File: config.mk
export PLATFORM = sky130hd
export DESIGN_NAME = sdram_port_arbiter
export DESIGN_NICKNAME = d
export VERILOG_FILES = /design/src/rtl/sdram_port_arbiter.sv
export SDC_FILE = /design/constraint.sdc
export NUM_CORES = 1
export LEC_CHECK = 0
export CAP_MARGIN = 20
export CORE_MARGIN = 3
export CORE_UTILIZATION = 44
export DETAILED_ROUTE_END_ITERATION = 16
export PLACE_DENSITY = 0.81
export SYNTH_ARGS = -nofsm -noshare
export SYNTH_HDL_FRONTEND = slang
export SYNTH_SLANG_ARGS = --single-unit
File: constraint.sdc
create_clock -name sd_clk -period 2.75 [get_ports sd_clk]
set_clock_uncertainty 0.15 [all_clocks]
set_input_delay 0.275 -clock sd_clk [delete_from_list [all_inputs] [get_ports sd_clk]]
set_output_delay 0.275 -clock sd_clk [all_outputs]
set_load 0.01 [all_outputs]
File: src/rtl/sdram_port_arbiter.sv
// sdram_port_arbiter: sequences write, read and auto-refresh bursts onto one SDRAM command port.
// Optional ARB_RR_EN: round-robin between write and read instead of fixed write > read priority.
module sdram_port_arbiter #(
  parameter int ADDR_W  = 24,
  parameter int LEN_W   = 9,
  parameter int REF_CYC = 780
) (
  input  logic              sd_clk,
  input  logic              rst_n,
  input  logic              init_done,
  input  logic              wr_req,
  input  logic [ADDR_W-1:0] wr_addr,
  input  logic [LEN_W-1:0]  wr_len,
  output logic              wr_ack,
  output logic              wr_done,
  input  logic              rd_req,
  input  logic [ADDR_W-1:0] rd_addr,
  input  logic [LEN_W-1:0]  rd_len,
  output logic              rd_ack,
  output logic              rd_done,
  output logic              cmd_valid,
  input  logic              cmd_ready,
  output logic [1:0]        cmd_type,
  output logic [ADDR_W-1:0] cmd_addr,
  output logic [LEN_W-1:0]  cmd_len,
  input  logic              cmd_done,
  output logic              ref_overrun
);
  localparam int CNT_W = $clog2(REF_CYC + 1);
  localparam logic [CNT_W-1:0] CNT_MAX = CNT_W'(REF_CYC - 1);
  localparam logic [1:0] T_WR = 2'b00, T_RD = 2'b01, T_REF = 2'b10;
  typedef enum logic [1:0] {IDLE, ISSUE, BUSY} state_t;
  state_t state, state_nxt;
  logic [CNT_W-1:0] ref_cnt;
  logic ref_pend, expire, ref_clr;
  logic wr_v, rd_v, wr_first, go, pick_ref, pick_wr, pick_rd;
  logic wr_zero, rd_zero, wr_go, rd_go, issue, hs, fin;
  logic cmd_valid_nxt, wr_ack_nxt, wr_done_nxt, rd_ack_nxt, rd_done_nxt;
  logic [1:0] cmd_type_nxt;
  logic [ADDR_W-1:0] cmd_addr_nxt;
  logic [LEN_W-1:0] cmd_len_nxt;
  // a requester still sees its own req high during its ack cycle, so mask it then
  assign wr_v     = wr_req & ~wr_ack;
  assign rd_v     = rd_req & ~rd_ack;
  assign go       = (state == IDLE) & init_done;
  assign pick_ref = go & ref_pend;
  assign pick_wr  = go & ~ref_pend & wr_v & (~rd_v | wr_first);
  assign pick_rd  = go & ~ref_pend & rd_v & ~(wr_v & wr_first);
  assign wr_zero  = pick_wr & (wr_len == '0);
  assign rd_zero  = pick_rd & (rd_len == '0);
  assign wr_go    = pick_wr & ~wr_zero;
  assign rd_go    = pick_rd & ~rd_zero;
  assign issue    = pick_ref | wr_go | rd_go;
  assign hs       = (state == ISSUE) & cmd_ready;
  assign fin      = (state == BUSY) & cmd_done;
  assign expire   = init_done & (ref_cnt == '0);
  assign ref_clr  = fin & (cmd_type == T_REF);
`ifdef ARB_RR_EN
  logic last_rd;
  // last-owner bit starts at read so the first contention goes to write; refresh leaves it alone
  always_ff @(posedge sd_clk or negedge rst_n)
    if (!rst_n) last_rd <= 1'b1;
    else if (pick_wr | pick_rd) last_rd <= pick_rd;
  assign wr_first = last_rd;
`else
  assign wr_first = 1'b1;
`endif
  // refresh interval timer; pending flag survives until the refresh command completes
  always_ff @(posedge sd_clk or negedge rst_n)
    if (!rst_n) begin
      ref_cnt     <= CNT_MAX;
      ref_pend    <= 1'b0;
      ref_overrun <= 1'b0;
    end else begin
      if (init_done) ref_cnt <= expire ? CNT_MAX : ref_cnt - CNT_W'(1);
      ref_pend    <= expire | (ref_pend & ~ref_clr);
      ref_overrun <= ref_overrun | (expire & ref_pend);
    end
  // state and registered outputs
  always_ff @(posedge sd_clk or negedge rst_n)
    if (!rst_n) begin
      state     <= IDLE;
      cmd_valid <= 1'b0;
      cmd_type  <= T_WR;
      cmd_addr  <= '0;
      cmd_len   <= '0;
      wr_ack    <= 1'b0;
      wr_done   <= 1'b0;
      rd_ack    <= 1'b0;
      rd_done   <= 1'b0;
    end else begin
      state     <= state_nxt;
      cmd_valid <= cmd_valid_nxt;
      cmd_type  <= cmd_type_nxt;
      cmd_addr  <= cmd_addr_nxt;
      cmd_len   <= cmd_len_nxt;
      wr_ack    <= wr_ack_nxt;
      wr_done   <= wr_done_nxt;
      rd_ack    <= rd_ack_nxt;
      rd_done   <= rd_done_nxt;
    end
  // next state: one command in flight at a time
  always_comb begin
    state_nxt = state;
    case (state)
      IDLE:    state_nxt = issue ? ISSUE : IDLE;
      ISSUE:   state_nxt = cmd_ready ? BUSY : ISSUE;
      BUSY:    state_nxt = cmd_done ? IDLE : BUSY;
      default: state_nxt = IDLE;
    endcase
  end
  // next output values; cmd_type doubles as the owner record
  always_comb begin
    cmd_valid_nxt = state_nxt == ISSUE;
    cmd_type_nxt  = pick_ref ? T_REF : wr_go ? T_WR : rd_go ? T_RD : cmd_type;
    cmd_addr_nxt  = pick_ref ? '0 : wr_go ? wr_addr : rd_go ? rd_addr : cmd_addr;
    cmd_len_nxt   = pick_ref ? '0 : wr_go ? wr_len : rd_go ? rd_len : cmd_len;
    wr_ack_nxt    = wr_zero | (hs & (cmd_type == T_WR));
    wr_done_nxt   = wr_zero | (fin & (cmd_type == T_WR));
    rd_ack_nxt    = rd_zero | (hs & (cmd_type == T_RD));
    rd_done_nxt   = rd_zero | (fin & (cmd_type == T_RD));
  end
endmodule

==> Word level (Yosys, flattened, before mapping) <==
Cells that the tools add are included.
W data, S select, Z words.
{ "op_classes": {"n_addsub": 1, "n_mul": 0, "n_div": 0, "order_cmp": 0, "eq_ne": 5, "shifts": 0, "n_mux": 14, "bitwise": 37, "reduce_logical": 6} }
{ "op_table": {"columns": ["cell", "n"], "rows": [
  ["$mux W24", 3],
  ["$mux W9", 3],
  ["$and A1 B1 Y1", 22],
  ["$logic_not A9 Y1", 2],
  ["$logic_not A10 Y1", 1],
  ["$mux W10", 1],
  ["$mux W2", 5],
  ["$sub A10 B1 Y10 const B", 1],
  ["$or A1 B1 Y1", 8],
  ["$not A1 Y1", 7],
  ["$eq A2 B1 Y1 const B", 3],
  ["$pmux W2 S3", 1],
  ["$eq A2 B2 Y1 const B", 2],
  ["$logic_not A2 Y1", 2],
  ["$reduce_bool A3 Y1", 1],
  ["$mux W1", 1]
]} }
{ "totals": {"ff_bits": 54, "latchBits": 0, "ram_bits": 0, "romBits": 0, "inputBits": 73, "output_inout_bits": 41, "wordCells": 75, "memories": 0} }

==> Depth between registers and ports, before layout <==
{ "depth": {"depth_word": 12, "ltp_mapped": 7, "ltp_nobuf": 6} }

==> Least setup slack after synthesis <==
Ideal clock, no wire load.
{ "synth_path": {"path_type": "flip-flop to flip-flop", "from": "register state[0]", "to": "register cmd_len[2]", "setup_time_ps": 135, "arrival_time_ps": 1857, "required_ps": 2465, "setup_slack_ps": 608, "stages_incl_launch_ff": 7, "path_buffers": 2, "synth_period_minus_slack_ps": 2142, "path_cell_list": "dfrtp_1 or4b_4 or3_1 buf_6 buf_8 o32ai_4 a32oi_2"} }
{ "synth_between": {"elab_chain_len": 9, "word_cells_on_any_way": 16, "classes_between": "mux: 2; bitwise: 12; reduce/logical: 2"} }
{ "synth_lines": {"columns": ["element", "line", "text"], "rows": [
  ["start: declaration", "33", "state_t state, state_nxt;"],
  ["start signal: assignment", "92", "state <= state_nxt;"],
  ["$logic_not A2 Y1 *", "45", "assign go = (state == IDLE) & init_done;"],
  ["$and A1 B1 Y1 *", "45", null],
  ["$and A1 B1 Y1", "47, 48", null],
  ["$and A1 B1 Y1 (on tied branches)", "48, 47", null],
  ["$and A1 B1 Y1 (on tied branches)", "48, 49", null],
  ["$and A1 B1 Y1 or $not A1 Y1 (tied branches)", "50, 51", null],
  ["$not A1 Y1 or $and A1 B1 Y1 (tied branches)", "52, 51", null],
  ["$and A1 B1 Y1 or $mux W9 (tied branches)", "52, 117", null],
  ["$reduce_bool A3 Y1 (no line) or $mux W9 (tied branches)", null, null],
  ["end signal: assignment", "96", "cmd_len <= cmd_len_nxt;"],
  ["end: declaration", "25", "output logic [LEN_W-1:0] cmd_len,"]
]} }
Mark *: on every way between the ends. The rest lies on a longest branch, timed or not.
A chain may end at the register's enable or synchronous reset.

==> Worst setup path after layout <==
{ "layout_path": {"from": "register state[0]", "to": "register cmd_addr[8]"} }
{ "layout_between": {"elab_chain_len": 9, "word_cells_on_any_way": 16, "classes_between": "mux: 2; bitwise: 12; reduce/logical: 2"} }
{ "layout_lines": {"columns": ["element", "line", "text"], "rows": [
  ["$logic_not A2 Y1 *", "45", null],
  ["$and A1 B1 Y1 *", "45", null],
  ["$and A1 B1 Y1", "47, 48", null],
  ["$and A1 B1 Y1 (on tied branches)", "48, 47", null],
  ["$and A1 B1 Y1 (on tied branches)", "48, 49", null],
  ["$and A1 B1 Y1 or $not A1 Y1 (tied branches)", "50, 51", null],
  ["$not A1 Y1 or $and A1 B1 Y1 (tied branches)", "52, 51", null],
  ["$and A1 B1 Y1 or $mux W24 (tied branches)", "52, 116", null],
  ["$reduce_bool A3 Y1 (no line) or $mux W24 (tied branches)", null, null],
  ["end signal: assignment", "95", "cmd_addr <= cmd_addr_nxt;"],
  ["end: declaration", "24", "output logic [ADDR_W-1:0] cmd_addr,"]
]} }
Marks and branches as above.

==> out/qor.yml <==
detailed_routing:
  totalWireLength_um: 8650
  drt-wirelength-per-cell_um: 17.8
  routed-via-count: 2875
  drc: 0
  drtIter0Drc: 164
  detail-route-antenna-nets: 0
  via_per_inst: 5.92
  dr.pass1.iters: 4
global_route:
  grt_max_degree: 32
  grt_pass1_vias: 2838
  grt_pass1_wl_um: 14200
  grt_antenna_before_repair: 0
  gr-total-overflow: 0
  track_usage_pct: 23.8
layout:
  final_cell_mix: "clkdlybuf4s50_1, dfrtp_1, nor3_1"
  drive_gt1_share_pct: 9.00
  finalNetCount: 485
  n_antenna_cell: 0
  layout_commonest_cell: "clkdlybuf4s50_1"
  syn_to_final_growth_pct: 46.8
sta:
  min_period_ns: 2.28
  relSlewSlack_pct: 54.4
  fin_crit_sh_pct: 82.9
  tightest_slew_ns: 0.684
  setup_violations: 0
  rsz0062_at_grt: "no"
  finalWorstSetupSlack_ns: 0.471
  report.final.slew_viol_count: 0
  fmax_mhz: 439
  tns_ns: 0
  hold_viol: 0
setup_path:
  endpoint_kind: "flip-flop"
  crit_family: "simple AND/OR/NAND/NOR gates"
  critical_path_class: "reg2reg"
  crit_slowest_cell: "or4b_4"
  slowest_delay_ns: 0.57
  reg2regPathDepth: 5
  crit_buf_inv: 1
  cp_max_fo: 23
  cp.arrival_ns: 2.33
  crit_path_start_kind: "flip-flop"
  crit_cells: 5
  worstPathCellList: "or4b_4 -> nor3_4 -> buf_12 -> nand3_1 -> a311oi_1"
  critPathRequiredTime_ns: 2.80
logic_synthesis:
  synth_adder_area_share_pct: 0.876
  syn_area_sq_um: 2860
  syn_nets: 375
  ys_ff_latch: 54
  synth_edf_count: 0
  synth.mux.area_fraction_pct: 0
  synthCells: 300
  synthSimpleGateAreaFrac_pct: 21.1
  synth_top_family_by_area: "compound AO/OA/AOI/OAI gates"
  synthArstFlopShare_pct: 100
  syn_area_per_cell_sq_um: 9.53
  yosysWarningCount: 0
  synth_xor_area_share_pct: 2.45
  synthFlopType: "dfrtp_1"
  synth-seq-area-share_pct: 47.5
  synth-compound-area-share_pct: 22.2
  yosysUniqueCellTypes: 46
floorplanning:
  rows: 28
  die_w_um: 86.6
  die_area_sq_um: 7500
  ios: 114
  die_h_um: 86.6
  core-area_sq_um: 6100
  initial_utilization_pct: 46.9
worst_hold_path:
  hold_depth: 1
  min_path_type: "reg2reg"
clock_network:
  root_buffer: "clkbuf_8"
  cts.reportedPaths.clkPinSlew_ns: 0.09
  cts_setup_buffers: 0
  clk_path_buf_depth: 2
  cts_tree: "done"
  htreeDepth: 2
  clock-sinks: 54
  cts_buffers: 5
  clock_latency_ns: 0.30
place:
  io_buffer_count: 113
  hpwl_um: 6240
  pre_cts_slack_ns: 0.192
  gp_congestion: 0.816
run:
  maxCapViolCount: 0
power:
  peakVddDrop_uv: 504
  p_leak_nw: 1.61
  p_per_area_nw_per_um2: 893
outcome:
  status: "complete, no violations"
## cells by family (layout without fill, tap and decap cells)
| kind of cell | count (synthesis) | in the layout |
|---|---|---|
| and+or+nand+nor | 114 | 114 |
| buffers and inverters | 32 | 143 |
| AOI/OAI and AO/OA | 90 | 90 |
| adders and majority gates | 2 | 2 |
| xor gates and xnor gates | 8 | 8 |
| DFF | 54 | 54 |
## metrics by stage
| step | total power, W | util, % | cells | area [sq um] | hold slack [ns] |
|---|---|---|---|---|---|
| after floorplan | 0.00231 | - | 300 | 2860 | -0.171 |
| after global placement | 0.00316 | 66.9 | 477 | 4080 | 0.192 |
| after detailed placement | 0.00322 | 66.9 | 477 | 4080 | 0.202 |
| after CTS | 0.00375 | 68.8 | 486 | 4200 | 0.327 |
| after global routing | 0.00400 | 68.8 | 486 | 4200 | 0.359 |
| final | 0.00375 | 68.8 | 486 | 4200 | 0.329 |
## flip-flops by register name (all words and copies together), names as in the netlist, 2 cells and up
register and cells:
cmd_addr 24, ref_cnt 10, cmd_type 2, state 2
cmd_len 9
## per-layer routing
| layer | GRT usage (%) | part of all wire (%) | routed length [um] | vias up |
|---|---|---|---|---|
| met1 | 33.3 | 43 | 3700 | 1402 |
| met2 | 37.3 | 48 | 4170 | 115 |
| met5 | 0 | 0 | 0 | - |
| met4 | 5.10 | 1.3 | 109 | 0 |
| met3 | 6.46 | 7.7 | 664 | 9 |
| li1 | - | - | - | 1349 |
## timing repair
| action | CTS | global route |
|---|---|---|
| hold endpoints to repair | 25 | 0 |
| hold buffers | 1 | 0 |
| gates resized for setup | 0 | 0 |
## path summary, 6_finish.rpt
kind                        startpoint           end  slack (ns)
max                           state[0]   cmd_addr[8]        0.47
max in group asynchronous        rst_n  cmd_addr[19]        1.29
min in group asynchronous        rst_n  cmd_addr[11]        0.39
min reg2reg                ref_overrun   ref_overrun        0.33
min                        ref_overrun   ref_overrun        0.33
max reg2reg                   state[0]   cmd_addr[8]        0.47
## cells in the mapped netlist (5+ instances only)
cell,n,area [sq um]
xnor2_1,5,43.8
dfrtp_1,49,1230
o21ai_0,14,70.1
nor2_1,13,48.8
o31ai_1,6,45.0
dfstp_2,5,131
nand3_1,25,125
a21oi_1,8,40.0
nor3_1,30,150
nand2_1,19,71.3
a311oi_1,26,228
clkbuf_1,17,63.8
buf_2,6,30.0
o21ai_1,21,105
## cell type report
type | instances | area, sq um
fillers | 520 | 1900
flip-flops and latches | 54 | 1360
multi-input cells | 214 | 1330
repair buffers | 132 | 1300
well taps | 75 | 93.8
clock buffers | 7 | 76.3
clock inverters | 1 | 30.0
inverters | 3 | 11.3
## where the power goes
part	total (W)	internal (W)	leakage, nW	switching, W
registers	0.00145	0.00119	0.640	0.000269
clock network	0.000530	0.000273	0.0524	0.000257
logic	0.00176	0.000994	0.917	0.000769
Note: power is estimated with default switching activity, not from simulation.
==> RTL change (config.mk and constraints unchanged) <==
The parameter `ADDR_W` goes from 24 to 48.
--- a/src/rtl/sdram_port_arbiter.sv
+++ b/src/rtl/sdram_port_arbiter.sv
@@ -2,5 +2,5 @@
 // Optional ARB_RR_EN: round-robin between write and read instead of fixed write > read priority.
 module sdram_port_arbiter #(
-  parameter int ADDR_W  = 24,
+  parameter int ADDR_W  = 48,
   parameter int LEN_W   = 9,
   parameter int REF_CYC = 780
Interface: changed (resized cmd_addr, rd_addr and wr_addr); port bits go from 114 to 186. No check against the original RTL was run, so the function may have changed too.
==> RTL change against the original RTL <==
Cell count rose by 49%. Combinational power rose by 54%. Final area rose by 51%. Wire length rose by 67%. Synthesized area rose by 44%. Power rose by 53%. Worst setup slack got worse by 80 ps. Sequential cell count rose by 24. Non-clock buffer count rose by 77. Via count rose by 59%.
==> RTL change: results <==
[placed_design]
gp_congestion = 0.861
dp.cells = 707
hpwlAfterDp_um = 10200
dpl_cell_area_um2 = 6130
place_ws_ps = 138
port_buffers = 185

[drt]
firstDrtPassIters = 5
routed_wire_length_per_instance_um = 19.9
vias_per_cell = 6.32
drtIter0Drc = 309

[run_status]
status = "completed"

[synth]
synth_nets = 566
synth_cell_types = 46
synthAdderAreaFrac_pct = 0.606
synth_compound_area_share_pct = 27.9
synth.area.top_cells = "dfrtp_1 (44%), a311oi_1 (7.2%), o21ai_0 (6.4%)"
synthesis.instances = 443
yosysSeqAreaShare_pct = 47.4
synthTopCellsByCount = "dfrtp_1 (73), o21ai_0 (53), clkbuf_1 (39)"
synth-xor-area-share_pct = 1.27

[power_and_ir_drop]
p_leak_nw = 2.38
switching_power_mw = 1.97
vdd_drop_max_mv = 0.469
internal-power_mw = 3.74
p_comb_mw = 2.71
pg_clk_mw = 0.929

[timing]
layout_setup_ws_ps = 391
tightest_slew_ps = 976
hold_slack_ps = 314

[finish]
nNetsFinal = 734
drive_gt1_share_pct = 8.93
stdcell_count = 724
top_regs = "cmd_addr: 48 flops, ref_cnt: 10 flops, cmd_len: 9 flops"
layout.area.seq_um2 = 1960
nFillCells = 709

[critical_path]
rr_worst_depth = 5
rrSetupSlack_ps = 390
cp.arrival_ps = 2400
critPathMaxStageDelay_ps = 590
rr_endpoint = "cmd_addr[34]"

[global_route]
grt_util_all_layers_pct = 27.5
grt_pass1_vias = 4575

[cts]
cts_buffers = 9
clock_latency_ps = 330
cts-htree-levels = 3
-- RTL change: changes by cell type after synthesis, sizes merged, moves of 8 or more --
cell,unedited run,this run
nor3,31,39
o21ai,35,59
a311oi,26,34
o31ai,6,20
dfrtp,49,73
nand3,25,35
a21oi,8,23
a32oi,4,22
clkbuf,17,40
-- RTL change: layer usage --
metal  wire (um)  GRT usage, %
met5           0             0
met3        1100          4.94
met2        7090          44.3
met4         511          12.3
met1        5710          36.5
-- RTL change: area by class of cell --
class / instances / area share [%]
repair buffers: 209 / 33.0
multi-input cells: 310 / 30.5
clock inverters: 6 / 1.36
well taps: 108 / 2.13
inverters: 3 / 0.177
clock buffers: 10 / 2.01
flip-flops and latches: 78 / 30.8
-- RTL change: worst max path at each step --
stage,end
after floorplan,cmd_addr[20]
after global placement,cmd_addr[5]
after detailed placement,cmd_addr[34]
after CTS,cmd_addr[35]
after global routing,cmd_addr[35]
final,cmd_addr[34]
